[config.mk]
export PLATFORM = sky130hd
export DESIGN_NAME = alu_issue_wb_flat
export DESIGN_NICKNAME = d
export VERILOG_FILES = /design/src/rtl/alu_pkg.sv /design/src/rtl/alu_issue_wb_if.sv /design/src/rtl/regfile_8x8.sv /design/src/rtl/alu_issue_wb.sv /design/src/flat_wrapper.sv
export SDC_FILE = /design/constraint.sdc
export NUM_CORES = 1
export LEC_CHECK = 0
export CAP_MARGIN = 20
export CORE_MARGIN = 2
export CORE_UTILIZATION = 48
export DETAILED_ROUTE_END_ITERATION = 7
export PLACE_DENSITY_LB_ADDON = 0.25
export SETUP_SLACK_MARGIN = 0.05
export SYNTH_ARGS = -nofsm -noshare
export SYNTH_HDL_FRONTEND = slang
export SYNTH_SLANG_ARGS = --single-unit
[constraint.sdc]
create_clock -name clk -period 2.2 [get_ports clk]
set_input_delay 0.33 -clock clk [delete_from_list [all_inputs] [get_ports clk]]
set_output_delay 0.33 -clock clk [all_outputs]
set_load 0.02 [all_outputs]
[src/rtl/alu_pkg.sv]
// Shared opcodes, instruction field layout and sequencer state encoding for
// the ALU issue/writeback stage.
package alu_pkg;

    localparam logic [3:0] OP_ADD  = 4'b0000;
    localparam logic [3:0] OP_SUB  = 4'b0001;
    localparam logic [3:0] OP_AND  = 4'b0010;
    localparam logic [3:0] OP_OR   = 4'b0011;
    localparam logic [3:0] OP_NOT  = 4'b0100;
    localparam logic [3:0] OP_XOR  = 4'b0101;
    localparam logic [3:0] OP_NOR  = 4'b0110;
    localparam logic [3:0] OP_SHL  = 4'b0111;
    localparam logic [3:0] OP_SHR  = 4'b1000;
    localparam logic [3:0] OP_SRA1 = 4'b1001;
    localparam logic [3:0] OP_ROL1 = 4'b1010;
    localparam logic [3:0] OP_ROR1 = 4'b1011;
    localparam logic [3:0] OP_EQ   = 4'b1100;

    localparam int INST_W   = 16;
    localparam int CTRL_LSB = 12;
    localparam int RD_LSB   = 9;
    localparam int RS_LSB   = 6;
    localparam int RT_LSB   = 3;

    typedef enum logic [1:0] {
        IDLE = 2'd0,
        EXEC = 2'd1,
        WB   = 2'd2
    } state_t;

    // Only ADD and SUB produce a meaningful ALU carry.
    function automatic logic is_arith(input logic [3:0] ctrl);
        return (ctrl == OP_ADD) || (ctrl == OP_SUB);
    endfunction

endpackage

[src/rtl/alu_issue_wb_if.sv]
// Instruction handshake between the upstream issuer and the ALU issue/writeback stage.
interface alu_issue_wb_if;
    import alu_pkg::*;

    logic              in_valid;
    logic              in_ready;
    logic [INST_W-1:0] in_inst;

    modport master (output in_valid, output in_inst, input  in_ready);
    modport slave  (input  in_valid, input  in_inst, output in_ready);

endinterface

[src/rtl/regfile_8x8.sv]
// Register file: two combinational operand reads, one debug read and one
// synchronous write port, cleared by synchronous reset.
module regfile_8x8 #(
    parameter int NREG = 8,
    parameter int AW   = 3,
    parameter int DW   = 8
) (
    input  logic          clk,
    input  logic          rst,
    input  logic          we,
    input  logic [AW-1:0] waddr,
    input  logic [DW-1:0] wdata,
    input  logic [AW-1:0] rs_addr,
    output logic [DW-1:0] rs_data,
    input  logic [AW-1:0] rt_addr,
    output logic [DW-1:0] rt_data,
    input  logic [AW-1:0] dbg_addr,
    output logic [DW-1:0] dbg_data
);

    logic [DW-1:0] mem [NREG];

    // NOTE: every entry is cleared on reset because software relies on all
    // registers reading zero afterwards; this keeps the array out of RAM macros.
    always_ff @(posedge clk) begin
        if (rst) begin
            for (int i = 0; i < NREG; i++) mem[i] <= '0;
        end else if (we) begin
            mem[waddr] <= wdata;
        end
    end

    assign rs_data  = mem[rs_addr];
    assign rt_data  = mem[rt_addr];
    assign dbg_data = mem[dbg_addr];

endmodule

[src/rtl/alu_issue_wb.sv]
// Operand-issue and writeback stage around an external combinational 8-bit ALU:
// IDLE accepts one instruction, EXEC captures the ALU result, WB writes it back.
module alu_issue_wb #(
    parameter int NREG = 8,
    parameter int AW   = 3,
    parameter int DW   = 8
) (
    input  logic           clk,
    input  logic           rst,
    alu_issue_wb_if.slave  issue,
    input  logic           ld_en,
    input  logic [AW-1:0]  ld_addr,
    input  logic [DW-1:0]  ld_data,
    input  logic [AW-1:0]  dbg_addr,
    output logic [DW-1:0]  dbg_data,
    output logic [3:0]     alu_ctrl,
    output logic [DW-1:0]  alu_x,
    output logic [DW-1:0]  alu_y,
    input  logic [DW-1:0]  alu_out,
    input  logic           alu_carry,
    output logic           carry_flag,
    output logic           wb_done
);
    import alu_pkg::*;

    state_t        state_q, state_d;
    logic [AW-1:0] rd_q;
    logic [DW-1:0] res_q;

    logic          accept;
    logic          rf_we;
    logic [AW-1:0] rf_waddr;
    logic [DW-1:0] rf_wdata;
    logic [DW-1:0] rs_data, rt_data;

    logic [3:0]    inst_ctrl;
    logic [AW-1:0] inst_rd, inst_rs, inst_rt;
    logic          unused_inst_bits;

    assign inst_ctrl        = issue.in_inst[CTRL_LSB +: 4];
    assign inst_rd          = issue.in_inst[RD_LSB +: AW];
    assign inst_rs          = issue.in_inst[RS_LSB +: AW];
    assign inst_rt          = issue.in_inst[RT_LSB +: AW];
    assign unused_inst_bits = ^issue.in_inst[RT_LSB-1:0];

    regfile_8x8 #(.NREG(NREG), .AW(AW), .DW(DW)) u_rf (
        .clk      (clk),
        .rst      (rst),
        .we       (rf_we),
        .waddr    (rf_waddr),
        .wdata    (rf_wdata),
        .rs_addr  (inst_rs),
        .rs_data  (rs_data),
        .rt_addr  (inst_rt),
        .rt_data  (rt_data),
        .dbg_addr (dbg_addr),
        .dbg_data (dbg_data)
    );

    // NOTE: sequential state uses non-blocking assignments so every register
    // samples pre-edge values regardless of process ordering.
    always_ff @(posedge clk) begin
        if (rst) state_q <= IDLE;
        else     state_q <= state_d;
    end

    always_comb begin
        state_d = state_q;
        case (state_q)
            IDLE:    if (accept) state_d = EXEC;
            EXEC:    state_d = WB;
            WB:      state_d = IDLE;
            default: state_d = IDLE;
        endcase
    end

    // NOTE: each output gets a default before the case so no path leaves a
    // signal unassigned, which would otherwise infer a latch.
    always_comb begin
        issue.in_ready = 1'b0;
        accept         = 1'b0;
        rf_we          = 1'b0;
        rf_waddr       = ld_addr;
        rf_wdata       = ld_data;
        case (state_q)
            IDLE: begin
                issue.in_ready = !ld_en;
                accept         = issue.in_valid && !ld_en;
                rf_we          = ld_en;
            end
            WB: begin
                rf_we    = 1'b1;
                rf_waddr = rd_q;
                rf_wdata = res_q;
            end
            default: ;
        endcase
    end

    // Operand issue, result capture and the sticky carry; a reset mid-flight
    // clears everything, so the abandoned instruction never reaches WB.
    always_ff @(posedge clk) begin
        if (rst) begin
            alu_ctrl   <= '0;
            alu_x      <= '0;
            alu_y      <= '0;
            rd_q       <= '0;
            res_q      <= '0;
            carry_flag <= 1'b0;
            wb_done    <= 1'b0;
        end else begin
            if (accept) begin
                alu_ctrl <= inst_ctrl;
                alu_x    <= rs_data;
                alu_y    <= rt_data;
                rd_q     <= inst_rd;
            end
            if (state_q == EXEC) begin
                res_q <= alu_out;
                if (is_arith(alu_ctrl)) carry_flag <= alu_carry;
            end
            wb_done <= (state_d == WB);
        end
    end

endmodule

[src/flat_wrapper.sv]
// flat-port wrapper written by rule: the top's interface ports become plain ports
module alu_issue_wb_flat import alu_pkg::*;
#(
    parameter int NREG = 8,
    parameter int AW   = 3,
    parameter int DW   = 8
)
  (clk, rst, ld_en, ld_addr, ld_data, dbg_addr, dbg_data, alu_ctrl, alu_x, alu_y, alu_out, alu_carry, carry_flag, wb_done, issue_in_valid, issue_in_inst, issue_in_ready);
  alu_issue_wb_if issue_i ();
  input  logic clk;
  input  logic rst;
  input  logic ld_en;
  input  logic [AW-1:0] ld_addr;
  input  logic [DW-1:0] ld_data;
  input  logic [AW-1:0] dbg_addr;
  output logic [DW-1:0] dbg_data;
  output logic [3:0] alu_ctrl;
  output logic [DW-1:0] alu_x;
  output logic [DW-1:0] alu_y;
  input  logic [DW-1:0] alu_out;
  input  logic alu_carry;
  output logic carry_flag;
  output logic wb_done;
  input wire logic [$bits(issue_i.in_valid)-1:0] issue_in_valid;
  input wire logic [$bits(issue_i.in_inst)-1:0] issue_in_inst;
  output wire logic [$bits(issue_i.in_ready)-1:0] issue_in_ready;
  assign issue_i.in_valid = issue_in_valid;
  assign issue_i.in_inst = issue_in_inst;
  assign issue_in_ready = issue_i.in_ready;
  alu_issue_wb #(.NREG(NREG), .AW(AW), .DW(DW)) u_core (.clk(clk), .rst(rst), .issue(issue_i), .ld_en(ld_en), .ld_addr(ld_addr), .ld_data(ld_data), .dbg_addr(dbg_addr), .dbg_data(dbg_data), .alu_ctrl(alu_ctrl), .alu_x(alu_x), .alu_y(alu_y), .alu_out(alu_out), .alu_carry(alu_carry), .carry_flag(carry_flag), .wb_done(wb_done));
endmodule
==> results.txt <==
----------------------------------------------------
[Critical path]
  Critical path required time ... around 1.9 ns
  Slowest library cell on the worst path ... sky130_fd_sc_hd__clkdlybuf4s50_1
  Largest stage delay on the critical path ... 0.52 ns
  Arrival time worst endpoint ... 1.78 ns
  Internal reg-to-reg setup slack ... approximately 0.25 ns
  Worst reg2reg path endpoint ... u_core.u_rf.mem[5][1]$_SDFFCE_PN0P_
  Startpoint class of the critical path ... input pin
  Max Fanout on Critical Path ... 16
  Worst reg-to-reg path cell count ... 4
  Critical setup path kind ... in -> out
  Startpoint of the lowest-slack register-to-register path ... u_core.state_q[0]$_SDFF_PP0_
  Critical path endpoint category ... output port
  Cell breakdown of the critical path ... clkdlybuf4s50_1 -> buf_12 -> mux4_2 -> mux2_2 -> buf_2

[Final layout]
  Antenna fix cells ... 0
  Proportion of layout cells with a drive suffix above 1 ... 0.208
  Post-route cell area ... 0.00656 mm2
  Synth-to-Final Area Change ... 24.3%
  Commonest non-fill, non-tap cells in the layout ... sky130_fd_sc_hd__mux2i_1 (72), sky130_fd_sc_hd__nor3_1 (66), sky130_fd_sc_hd__edfxtp_1 (64), sky130_fd_sc_hd__clkdlybuf4s50_1 (58), sky130_fd_sc_hd__buf_4 (44)
  Nets@finish ... 571
  Most common cell after layout, fill and taps aside ... sky130_fd_sc_hd__mux2i_1
  Fill cell count ... roughly 900

[Logic synthesis]
  Gate count after technology mapping ... about 440
  Total nets after synthesis ... between 400 and 500
  #FFs+latches synth ... 98
  Distinct cell type count after synthesis ... 37
  Part of the Yosys area used for sequential elements ... 0.493
  Share of Yosys cell area claimed by the top area cell type ... 0.364
  Leading area contributor after synthesis ... sky130_fd_sc_hd__edfxtp_1
  Share of synthesized flip-flops with an asynchronous set or reset ... 0
  Main area contributors after synthesis ... sky130_fd_sc_hd__edfxtp_1 (36%), sky130_fd_sc_hd__mux2i_1 (14%), sky130_fd_sc_hd__dfxtp_1 (13%)
  Average size of a mapped cell ... 12.1 um2
  Post-Synthesis Cell Area ... 0.00528 mm2
  Yosys warnings ... 0
  EDFF count, synth ... 64
  Top FF cell, synth ... sky130_fd_sc_hd__edfxtp_1

[Placed design]
  Placer congestion estimate ... 0.902
  Post-place setup slack ... -0.523 ns
  Quantity of I/O buffers inserted on ports ... 70
  Standard cell area after detailed placement ... roughly 0.0063 mm2
  Dpl hpwl ... 10300 um

[GRT]
  Number of antenna violations at the first check in global routing ... 0
  Pin count of the biggest net entering global routing ... 34
  Busiest layer in global routing ... met2
  Met2 routing resource usage after global routing ... 0.401
  Met1 global-route usage ... 0.320
  Via count of the first global-routing pass ... 4096
  Global routing usage summed across all routing layers ... 0.249
  Met3 Usage GRT ... 0.0681
  Global-route wire length before repair ... 21900 um
  Overflow left after global routing ... 0

[STA]
  Setup repair after global routing missed its margin ... false
  Worst hold slack after final layout ... 0.458 ns
  Headroom to the max-slew limit ... 0.399
  Least setup slack across all paths after layout ... 0.0942 ns
  Fin. max-slew vios ... 0
  Final hold vios ... 0
  Max Clk Rate ... 475 MHz
  Worst Clk Skew ... between 0.01 and 0.015 ns
  Period Utilization, post-route ... 0.957
  Time the final worst path needs with I/O delays and setup ... 2.11 ns
  Total negative slack ... 0 ns
  Worst Tran Pin Value ... 0.899 ns
  Setup-violating endpoint count in the final report ... 0

[Clock network]
  Number of sinks handled by clock tree synthesis ... 98
  Clock tree from TritonCTS ... done
  CTS Root Cell ... sky130_fd_sc_hd__clkbuf_8
  CTS clock-pin slew for the worst setup and hold paths ... roughly 0.09 ns
  Bufs on Longest Clock Path ... 2
  Number of buffers inserted for hold repair after clock tree synthesis ... 0
  CTS H-tree depth ... 3
  Clock insertion delay at the later pin of the skew report ... 0.37 ns
  TritonCTS buffer count ... 9

[Die]
  Number of cell rows ... 38
  Top-Level Pins ... 74
  Std-Cell Core Area ... 0.0108 mm2
  Initial cell density of the core ... 0.489
  Total die area ... between 0.01 and 0.015 mm2
  Chip height ... around 110 um
  Die W ... ~110 um

[Worst hold path]
  Instance count along the most critical hold path ... 2
  Hold-critical path endpoint ... u_core.res_q[0]$_SDFFE_PP0P_
  Startpoint of the most critical hold path ... u_core.res_q[0]$_SDFFE_PP0P_
  Kind of path behind the tightest hold check ... reg -> reg

[Detailed routing]
  Detailed Routing Iterations Pass 1 ... 7
  Count of nets left with antenna violations after detail routing ... 0
  Routed via count ... between 4000 and 5000
  Detailed Route Iter0 Violations ... roughly 280
  Vias per cell ... 6.07
  Post-Route WL ... 14100 um
  DRC violation count after routing ... 0
  Routed wire length per instance ... 20.9 um

[Pwr]
  Overall power ... roughly 4 mW
  Power density relative to cell area ... approximately 600 mW/mm2
  Highest ir drop seen on vdd ... around 0.32 mV
  LEAKAGE ... roughly 2.5 nW

[Run]
  Count of max-cap constraint violations ... 0

[Run status]
  Outcome ... completed

----------------------------------------------------
==> timing repair <==
action | CTS | global route
gates cloned | 1 | 0
buffers inserted | 4 | 2
gates resized for setup | 35 | 5
endpoints found under the setup margin | 8 | 4
==> per-layer routing <==
metal / wire [um] / vias up
li1: - / 1888
met1: 5710 / 1959
met2: 6720 / 216
met3: 1250 / 25
met4: 371 / 0
met5: 0 / -
==> cell usage after synthesis (2+ instances only) <==
library cell,instances
sky130_fd_sc_hd__a22oi_1,32
sky130_fd_sc_hd__clkbuf_1,9
sky130_fd_sc_hd__buf_4,5
sky130_fd_sc_hd__nor2_1,5
sky130_fd_sc_hd__nor2b_1,6
sky130_fd_sc_hd__and4bb_2,2
sky130_fd_sc_hd__a31oi_4,2
sky130_fd_sc_hd__a31oi_2,2
sky130_fd_sc_hd__dfxtp_1,34
sky130_fd_sc_hd__edfxtp_1,64
sky130_fd_sc_hd__inv_1,2
sky130_fd_sc_hd__nand2b_1,2
sky130_fd_sc_hd__nand2_1,30
sky130_fd_sc_hd__buf_2,15
sky130_fd_sc_hd__mux2_2,8
sky130_fd_sc_hd__a21oi_1,16
sky130_fd_sc_hd__and2_1,3
sky130_fd_sc_hd__o21bai_1,8
sky130_fd_sc_hd__a32o_1,16
sky130_fd_sc_hd__buf_1,8
sky130_fd_sc_hd__nor3_1,66
sky130_fd_sc_hd__mux4_2,16
sky130_fd_sc_hd__mux2i_1,72
==> state kept, by name, indices dropped and copies added (netlist names) <==
signal,count
u_core.u_rf.mem,64
u_core.alu_x,8
u_core.rd_q,3
u_core.res_q,8
u_core.state_q,2
u_core.carry_flag,1
u_core.alu_y,8
u_core.alu_ctrl,4
==> per-stage QoR <==
step | util | std cells
2_1_floorplan | - | 437
3_3_place_gp | 0.586 | 650
3_5_place_dp | 0.586 | 650
4_1_cts | 0.605 | 671
5_1_grt | 0.607 | 673
6_report | 0.607 | 673
==> how the worst max path moves through the flow <==
stage | startpoint | end | cells past startpoint
after floorplan | u_core.state_q[1]$_SDFF_PP0_ | u_core.u_rf.mem[0][0]$_SDFFCE_PN0P_ | 5
after global placement | dbg_addr[0] | dbg_data[3] | 5
after detailed placement | dbg_addr[0] | dbg_data[4] | 5
after CTS | u_core.state_q[1]$_SDFF_PP0_ | issue_in_ready | 3
after global routing | u_core.u_rf.mem[6][5]$_SDFFCE_PN0P_ | dbg_data[5] | 3
final | dbg_addr[1] | dbg_data[3] | 5
==> cells by family (layout without fill, tap and decap cells) <==
| kind of cell | count (synthesis) | in the layout | share of synthesized area |
|---|---|---|---|
| muxes | 96 | 96 | 0.222 |
| buffers and inverters | 42 | 138 | 0.0408 |
| AOI/OAI and AO/OA | 79 | 79 | 0.120 |
| and+or+nand+nor | 122 | 122 | 0.124 |
| DFF | 98 | 98 | 0.493 |
==> power breakdown <==
part	leakage (nW)	switching [mW]	internal (mW)	total [mW]
Combinational	1.44	0.381	0.367	0.748
Sequential	0.941	0.0795	2.04	2.12
Clock	0.0948	0.653	0.484	1.14
==> final cells by class <==
type,instances,area (um2),area share
flip-flops and latches,98,2600,0.397
clock inverters,5,35.0,0.00534
well taps,140,175,0.0267
clock buffers,11,153,0.0233
multi-input cells,297,2460,0.376
inverters,2,7.51,0.00115
repair buffers,120,1120,0.171
==> worst max-delay path: cells and delay by family <==
kind     cells  cell delay, ns
buf+inv      3            0.85
mux          2            0.60
Note: power is estimated with default switching activity, not from simulation.
==> RTL edit, RTL diff (same settings) <==
Re-encode `state_t` (3 states) as one-hot, 3 bits wide.
--- a/src/rtl/alu_pkg.sv
+++ b/src/rtl/alu_pkg.sv
@@ -24,6 +24,6 @@
 
-    typedef enum logic [1:0] {
-        IDLE = 2'd0,
-        EXEC = 2'd1,
-        WB   = 2'd2
+    typedef enum logic [2:0] {
+        IDLE = 3'b001,
+        EXEC = 3'b010,
+        WB   = 3'b100
     } state_t;
Function: no difference found for any inputs over 4 cycles, from zero or initial values and one cycle with rst high; so few cycles prove little.
==> RTL edit against the unedited design <==
- global-route usage shrank 2.3 points
- wire length decreased by 14%
- worst hold slack barely moved
- area after synthesis down 4.5%
- highest routed layer unchanged
- total power decreased by 2.3%
- final cell count down 5.3%
- core utilization grew 2.4 points
- worst setup slack worse by 4.7 ps
- largest cell class unchanged
- final area shrank 1.1%
- sequential share of layout area rose by 1.1 points
- critical endpoint is now dbg_data[6]
- sequential cell count is 2 higher
- combinational power shrank 7.8%
==> RTL edit: results (changes against the unedited design) <==
Cells and area
  • Layout cell share with drive strength beyond 1: 31.1% (+10 points)
  • Nets: 539 (-5.6%)
  • Fill count: 823 (-5.8%)

Synth
  • Post-synth top cells: 84 x nor2_1, 64 x edfxtp_1, 48 x mux4_2, 36 x dfxtp_1, 31 x nand2_1
  • Top cells by area, synth: edfxtp_1 38%, mux4_2 21%, dfxtp_1 14%
  • Yosys cell types: 26 (-30%)
  • Mapped Nets: 430 (-10%)

Global routing
  • Met1 Use GR: 30.1% (-1.9 points)
  • Vias in the first global route: 3604 (-12%)
  • GR Util met2: 36.3% (-3.8 points)
  • GRT met3 Usage: 4.72% (-2.1 points)

Worst hold path
  • Hold Startpoint: u_core.res_q[0]$_SDFFE_PP0N_
  • Worst Hold End: u_core.res_q[0]$_SDFFE_PP0N_

Power and ir drop
  • Leakage dissipation: 0.00233 uW (-5.6%)
  • Int Pwr: 2880 uW (-0.61%)

Setup path
  • Worst setup endpoint: dbg_data[6]
  • CP delay by family, top: multiplexers
  • RR Endpoint: u_core.u_rf.mem[0][7]$_SDFFCE_PN0P_
  • Largest stage delay, worst path: 500 ps (-20 ps)
  • Worst setup path start: u_core.u_rf.mem[3][6]$_SDFFCE_PN0P_

STA
  • Hold slack final: 458 ps (+0.206 ps)
  • Slew headroom: 74.8% (+35 points)

Drt
  • WL final: 12.1 mm (-14%)
  • 1st-pass router iterations: 5 (-2)
  • Via density: 5.75 (-5.3%)
  • Drt first-iter violations: 259 (-6.8%)

Placement
  • Routability cong.: 0.833 (-7.6%)
  • Dpl hpwl: 8.79 mm (-15%)
  • Cell area after placement: 0.00617 mm^2 (-2.4%)

Run status
  • Status: finished, final reports clean
-- RTL edit: layer usage --
layer,vias to the layer above,routed length (um)
met5,-,0
met4,0,259
met3,27,1240
met2,204,5860
met1,1740,4750
li1,1694,-
-- RTL edit: repair_timing --
item,CTS,global route
pin swaps,0,0
gates cloned,2,0
hold buffers,0,0
endpoints found under the setup margin,9,1
gates resized for setup,36,1
buffers inserted,11,4
endpoints found under the hold margin,0,0
-- RTL edit: area by class of cell --
class	instances	share of cell area [%]
Multi-Input combinational cell	263	35.6
Sequential cell	100	40.7
Clock inverter	7	0.810
Tap cell	136	2.62
Clock buffer	9	1.91
Timing Repair Buffer	122	18.3
-- RTL edit: per-stage QoR --
step / util, % / setup slack (ps) / TNS [ps] / std cells
after global placement: 60.1 / -478 / -3760 / 604
after floorplan: - / 56.1 / 0 / 387
after global routing: 63.1 / 65.5 / 0 / 637
final: 63.1 / 89.5 / 0 / 637
after detailed placement: 60.1 / -514 / -3870 / 604
after CTS: 62.9 / 50.1 / 0 / 633
-- RTL edit: worst reg2reg max path, stage by stage (launching register included) --
cell and delay (ps):
dfxtp_1 450, nor3b_2 200, buf_4 190, mux2i_2 370, nand4_2 200, nand2b_2 250
-- RTL edit: logic make-up (layout without fill, tap and decap cells) --
kind of cell	count (synthesis)	count (layout)	synth area share, %
and+or+nand+nor	159	159	15.2
DFF	100	100	52.5
muxes	71	71	26.3
AOI/OAI and AO/OA	33	33	3.88
buffers and inverters	24	138	2.14
-- RTL edit: power by group through the flow --
stage,sequential (uW),combinational [uW],clock [uW]
2_1_floorplan,2190,366,0
3_5_place_dp,2190,669,0
5_1_grt,2160,735,1180
6_report,2150,690,1080
3_3_place_gp,2180,658,0
4_1_cts,2140,687,1100
